[src/rtl/stage_pkg.sv]
// ---------------------------------------------------------------------------
// stage_pkg
// Shared definitions for the 3-stage processor sequencer.
//   phase_t        : one-hot phase encodings FETCH/DECODE/EXECUTE/WB
//   PERF_W_DEFAULT : default width of the optional performance counters
//   rotate_phase() : advances a one-hot phase vector to the next stage
// ---------------------------------------------------------------------------
package stage_pkg;

    typedef enum logic [3:0] {
        PH_FETCH  = 4'b0001,
        PH_DECODE = 4'b0010,
        PH_EXEC   = 4'b0100,
        PH_WB     = 4'b1000
    } phase_t;

    localparam int PERF_W_DEFAULT = 16;

    // Rotate left by one: FETCH -> DECODE -> EXEC -> WB -> FETCH.
    function automatic logic [3:0] rotate_phase(input logic [3:0] p);
        return {p[2:0], p[3]};
    endfunction

endpackage

[src/rtl/phase_ring.sv]
// ---------------------------------------------------------------------------
// phase_ring
// 4-bit one-hot phase register with hold / advance / load-vector controls.
// Ports:
//   clk      in  system clock
//   clr      in  synchronous active-high reset, presets the ring to PH_FETCH
//   hold     in  1 = keep current phase regardless of advance/load
//   advance  in  rotate to the next phase
//   load     in  load load_vec (wins over advance)
//   load_vec in  phase vector to load
//   phase    out current one-hot phase
// ---------------------------------------------------------------------------
module phase_ring
    import stage_pkg::*;
(
    input  logic       clk,
    input  logic       clr,
    input  logic       hold,
    input  logic       advance,
    input  logic       load,
    input  logic [3:0] load_vec,
    output logic [3:0] phase
);

    // Phase register: clr wins, then hold freezes, then an explicit load
    // takes priority over a plain rotate.
    always_ff @(posedge clk) begin
        if (clr) begin
            phase <= PH_FETCH;
        end else if (!hold) begin
            if (load) begin
                phase <= load_vec;
            end else if (advance) begin
                phase <= rotate_phase(phase);
            end
        end
    end

endmodule

[src/rtl/stage_sequencer.sv]
// ---------------------------------------------------------------------------
// stage_sequencer
// Phase sequencer for the 3-stage processor: FETCH -> DECODE -> EXECUTE -> WB
// with a fetch memory handshake, execute stall, halt/resume and an execute
// watchdog.  HALTED is represented as the WB phase with the halted flag set,
// so i stays high while parked but no write-back strobe is produced.
// Optional feature macro: STAGE_PERF_CNT_EN (cycle / retired-instruction
// counters; without it both counter outputs are tied to zero).
// Ports:
//   clk, clr          clock, synchronous active-high reset
//   ce                clock enable (0 freezes state and gates strobes)
//   mem_ack           instruction memory returns a word this cycle
//   exec_busy         datapath needs more execute cycles
//   halt_dec          decoded instruction is HALT
//   resume            leave HALTED
//   f, d, e, i        one-hot phase outputs
//   mem_req           instruction fetch request
//   ir_load           IR load / PC increment strobe
//   wb_en             register write-back strobe
//   halted            parked in HALTED
//   wd_err            sticky execute-watchdog expiry flag
//   cyc_cnt           cycles with ce=1 since reset
//   instr_cnt         instructions retired
// ---------------------------------------------------------------------------
module stage_sequencer
    import stage_pkg::*;
#(
    parameter int MAX_EXEC_CYC = 16,
    parameter int PERF_W       = PERF_W_DEFAULT
) (
    input  logic              clk,
    input  logic              clr,
    input  logic              ce,
    input  logic              mem_ack,
    input  logic              exec_busy,
    input  logic              halt_dec,
    input  logic              resume,
    output logic              f,
    output logic              d,
    output logic              e,
    output logic              i,
    output logic              mem_req,
    output logic              ir_load,
    output logic              wb_en,
    output logic              halted,
    output logic              wd_err,
    output logic [PERF_W-1:0] cyc_cnt,
    output logic [PERF_W-1:0] instr_cnt
);

    localparam int WD_W = $clog2(MAX_EXEC_CYC + 1);

    logic [3:0]      phase;
    logic            ring_advance;
    logic            ring_load;
    logic [3:0]      ring_vec;
    logic            halted_q;
    logic            halted_d;
    logic [WD_W-1:0] wd_q;
    logic [WD_W-1:0] wd_d;
    logic            wd_err_q;
    logic            wd_err_d;

    phase_ring u_ring (
        .clk      (clk),
        .clr      (clr),
        .hold     (~ce),
        .advance  (ring_advance),
        .load     (ring_load),
        .load_vec (ring_vec),
        .phase    (phase)
    );

    // Next-state decisions for the ring plus halt, watchdog and error flags.
    // The watchdog leaves EXECUTE on the stall cycle where it reaches
    // MAX_EXEC_CYC.  Any non-one-hot phase is steered back to FETCH.
    always_comb begin
        ring_advance = 1'b0;
        ring_load    = 1'b0;
        ring_vec     = PH_FETCH;
        halted_d     = 1'b0;
        wd_d         = wd_q;
        wd_err_d     = wd_err_q;
        case (phase)
            PH_FETCH: begin
                ring_advance = mem_ack;
            end
            PH_DECODE: begin
                if (halt_dec) begin
                    ring_load = 1'b1;
                    ring_vec  = PH_WB;
                    halted_d  = 1'b1;
                end else begin
                    ring_advance = 1'b1;
                    wd_d         = '0;
                end
            end
            PH_EXEC: begin
                if (exec_busy) begin
                    wd_d = wd_q + WD_W'(1);
                    if (wd_q >= WD_W'(MAX_EXEC_CYC - 1)) begin
                        ring_advance = 1'b1;
                        wd_err_d     = 1'b1;
                    end
                end else begin
                    ring_advance = 1'b1;
                end
            end
            PH_WB: begin
                if (halted_q) begin
                    halted_d = ~resume;
                    if (resume) begin
                        ring_load = 1'b1;
                        ring_vec  = PH_FETCH;
                    end
                end else begin
                    ring_advance = 1'b1;
                end
            end
            default: begin
                ring_load = 1'b1;
                ring_vec  = PH_FETCH;
            end
        endcase
    end

    // Control flops beside the ring; frozen whenever ce is low.
    always_ff @(posedge clk) begin
        if (clr) begin
            halted_q <= 1'b0;
            wd_q     <= '0;
            wd_err_q <= 1'b0;
        end else if (ce) begin
            halted_q <= halted_d;
            wd_q     <= wd_d;
            wd_err_q <= wd_err_d;
        end
    end

    assign f       = phase[0];
    assign d       = phase[1];
    assign e       = phase[2];
    assign i       = phase[3];
    assign mem_req = phase[0];
    assign ir_load = phase[0] & mem_ack & ce;
    assign wb_en   = phase[3] & ~halted_q & ce;
    assign halted  = halted_q;
    assign wd_err  = wd_err_q;

`ifdef STAGE_PERF_CNT_EN
    logic [PERF_W-1:0] cyc_q;
    logic [PERF_W-1:0] instr_q;

    // Free-running performance counters, wrapping modulo 2^PERF_W.
    always_ff @(posedge clk) begin
        if (clr) begin
            cyc_q   <= '0;
            instr_q <= '0;
        end else if (ce) begin
            cyc_q <= cyc_q + PERF_W'(1);
            if (wb_en) begin
                instr_q <= instr_q + PERF_W'(1);
            end
        end
    end

    assign cyc_cnt   = cyc_q;
    assign instr_cnt = instr_q;
`else
    assign cyc_cnt   = '0;
    assign instr_cnt = '0;
`endif

endmodule
[config.mk]
export PLATFORM = sky130hd
export DESIGN_NAME = stage_sequencer
export DESIGN_NICKNAME = d
export VERILOG_FILES = /design/src/rtl/stage_pkg.sv /design/src/rtl/phase_ring.sv /design/src/rtl/stage_sequencer.sv
export SDC_FILE = /design/constraint.sdc
export NUM_CORES = 1
export LEC_CHECK = 0
export BUFFER_PORTS_ARGS = -buffer_cell sky130_fd_sc_hd__buf_2
export CAP_MARGIN = 20
export CORE_ASPECT_RATIO = 1.2
export CORE_UTILIZATION = 45
export DETAILED_ROUTE_END_ITERATION = 10
export PLACE_DENSITY = 0.83
export SLEW_MARGIN = 10
export SYNTH_ARGS = -nofsm -noshare
export SYNTH_HDL_FRONTEND = slang
export SYNTH_HIERARCHICAL = 1
export SYNTH_SLANG_ARGS = --single-unit
[constraint.sdc]
create_clock -name clk -period 2.7 [get_ports clk]
set_clock_uncertainty 0.2 [all_clocks]
set_input_delay 0.54 -clock clk [delete_from_list [all_inputs] [get_ports clk]]
set_output_delay 0.54 -clock clk [all_outputs]
set_load 0.01 [all_outputs]
==> impl_results.md <==
- Status: completed
- Fill cell total of the finished layout: 199
- Ys Warns: 6
- Shortest clock period the worst path allows after layout: 2.384 ns
- Data required time of the critical path: between 2 and 3 ns
- Gr usage total: around 15%
- Placeable core region: around 1900 µm²
- Leading register cell type out of synthesis: dfxtp_1
- Fraction of final layout cells with drive strength greater than 1: ~18%
- Overflow left after global routing: 0
- Achievable Freq: 0.4194 GHz
- Buffers added on ports: 15
- Multi-input logic area: between 500 and 600 µm²
- Slew Viols, Final: 0
- Number of resized instances in the post-cts repair step: 0
- Biggest area contributors in the synthesized netlist: buf_4, dfxtp_1, nor2_1, mux2i_1, a211oi_1
- Setup tns final: 0 ns
- Slowest stage cell, crit path: dfxtp_1
- Crit-path cells: ha_1 > and3_1 > ha_1 > a211oi_1 > a21oi_1 > a211o_1 > o21ba_1 > mux2i_1 > nand2b_1
- First-pass GRT wire length: between 2 and 2.5 mm
- Via count of the first global-routing pass: 559
- Critical setup path kind: reg -> reg
- Maximum Capacitance Violations: 0
- Category of the worst setup path launch point: register
- Setup repair after global routing missed its margin: no
- NumNets Final: 143
- Setup-failing EPs final: 0
- Crit path setup slack, layout: roughly 0.32 ns
- Signal arrival time at the worst endpoint: 2.36 ns
- Avg Cell Area, Syn: a little over 8 µm²
- Die area: ~2300 µm²
- Maximum fanout count along the critical path: 7
- Clock tree from TritonCTS: built
- Routed WL per cell: between 10 and 15 µm
- Cell area after synthesis: around 950 µm²
- Most used standard cell by instance count after synthesis: buf_4
- Worst-path clk slew: ~0.080 ns
- Die H: approximately 52 µm
- Number of iterations in the first detailed-routing pass: 6
- Gate count after technology mapping: ~120
- Kind of cell adding the most delay to the critical path: compound AO/OA/AOI/OAI gates
- Number of antenna violations at the first check in global routing: 0
- Unique cell type count in the Yosys netlist: 35
- Via count normalized by instance count: ~4.8
- Fraction of post-synthesis cell area in the top cell type by area: about a quarter
- Type of destination of the critical path: register
- Vias: ~730
- Leak: between 0.4 and 0.5 nW
- Final Hold Viols: 0
- Number of buffer and inverter stages on the critical path: 0
- Clk sink count: 11
- Boundary pin count: 48
- Clock Root Buffer: clkbuf_4
- Hold buffers post-CTS: 0
- Number of post-CTS setup repair buffers: 0
- Worst-case clock buffer depth: 2
- Routability Congestion: ~0.8
- Initial core utilization: roughly 49%
- Part of the cycle the worst path needs: between 80% and 90%
- Number of levels the H-tree was split into: 1
- Cell type with the highest aggregate area in the netlist: buf_4
- Clock insertion delay at the later pin of the skew report: 0.28 ns
- Setup slack at placement: between 0.3 and 0.4 ns
- Fraction of registers with async set or reset after synthesis: 0%
- Site row count: 17
- Largest vdd supply drop: approximately 0.43 mV
- Max stage delay on crit path: around 0.33 ns
- Final std cell area, no fill: about 920 µm²
- Area after DPL: ~890 µm²
- Area Overhead vs Synth: -2.646%
- Count of routing violations after the opening detailed-route iteration: 17
- Final Routed Wirelength: between 1.5 and 2 mm
- Synth cell count leaders: buf_4, nor2_1, dfxtp_1
- Flop-to-flop setup slack: 0.32 ns
- Most numerous cell on the critical path: ha_1
- CTS buffer count: 3
- Antenna-violating nets left: 0
- Hold WC Path Type: reg -> reg
- Sequential cell area fraction in the yosys report: between 20% and 30%
- Final HPWL DP: between 1 and 1.5 mm
- Die W: approximately 44 µm
- Cell Pwr Density: roughly 770 nW/µm²
- Number of synthesized register bits: 11
- Maximum number of pins on one net before global-route repair: 12
- Post-synth EDFFs: 0
- Area occupied by registers: around 220 µm²
- Number of inserted diodes: 0
- DRC: 0
-- state kept, by name, summed over array words and instances, names as in the netlist --
name / count
halted: 1
u_ring/phase: 4
wd_err: 1
wd_q: 5
-- cells in the final DEF, fill, tap and decap left out, drive strengths merged, types with 2 or more instances in the layout --
cell type,count
a211oi,4
a21oi,3
a22o,2
and3,2
buf,15
clkbuf,3
conb,34
dfxtp,11
ha,2
inv,6
mux2,2
mux2i,4
nand2,5
nand2b,2
nor2,13
nor2b,4
nor3,2
o21ai,4
or4b,2
-- worst register-to-register path: cells and delay by family (launching register included) --
family / cells / cell delay [ns]
adder cells (fa/ha/maj): 2 / 0.39
AO/OA/AOI/OAI: 4 / 0.91
AND/OR/NAND/NOR: 2 / 0.26
multiplexers: 1 / 0.19
flip-flops: 1 / 0.33
-- power breakdown --
group          internal, W  total, W  switching, W
logic             0.000163  0.000342      0.000178
clock network    0.0000550  0.000116     0.0000614
registers         0.000190  0.000254     0.0000643
total             0.000408  0.000712      0.000304
-- through the flow --
stage	util [%]	std cells	hold WS, ns	total power (W)
final	48.10	152	0.3127	0.0007124
after global routing	48.10	152	0.3475	0.0007725
after CTS	48.10	152	0.3166	0.0007135
after detailed placement	46.67	148	0.2963	0.0005964
after global placement	46.67	148	0.2823	0.0005894
after floorplan	-	150	0.2600	0.0006057
-- cell families (layout without fill, tap and decap cells) --
family	count (synthesis)	count (layout)	synth area share (%)
compound gates	21	21	15.61
fa+ha+maj	2	2	2.645
buf+inv	42	25	31.48
flops	11	11	23.28
mux	6	6	6.614
other cells	1	34	0.3964
simple gates	34	34	19.97
-- routing by layer --
metal  vias up  part of all wire (%)  track usage (%)
met1       332                    43            18.11
met2        36                    47            22.39
met4         0                   2.3            9.091
li1        361                     -                -
met5         -                     0                0
met3         5                   7.5            4.483
-- area by class of cell --
cell class / instances / area share, %
clock buffers: 3 / 2.446
clock inverters: 1 / 0.5435
inverters: 6 / 2.446
multi-input cells: 97 / 59.92
flip-flops and latches: 11 / 23.91
well taps: 19 / 2.582
repair buffers: 15 / 8.152
-- final timing paths --
check,start,to,depth (start not counted)
worst max-delay path,wd_q[0],u_ring/phase[0],9
worst min register to register,wd_q[4],wd_q[4],1
worst max register to register,wd_q[0],u_ring/phase[0],9
worst min-delay path,wd_q[4],wd_q[4],1
Note: power is estimated with default switching activity, not from simulation.
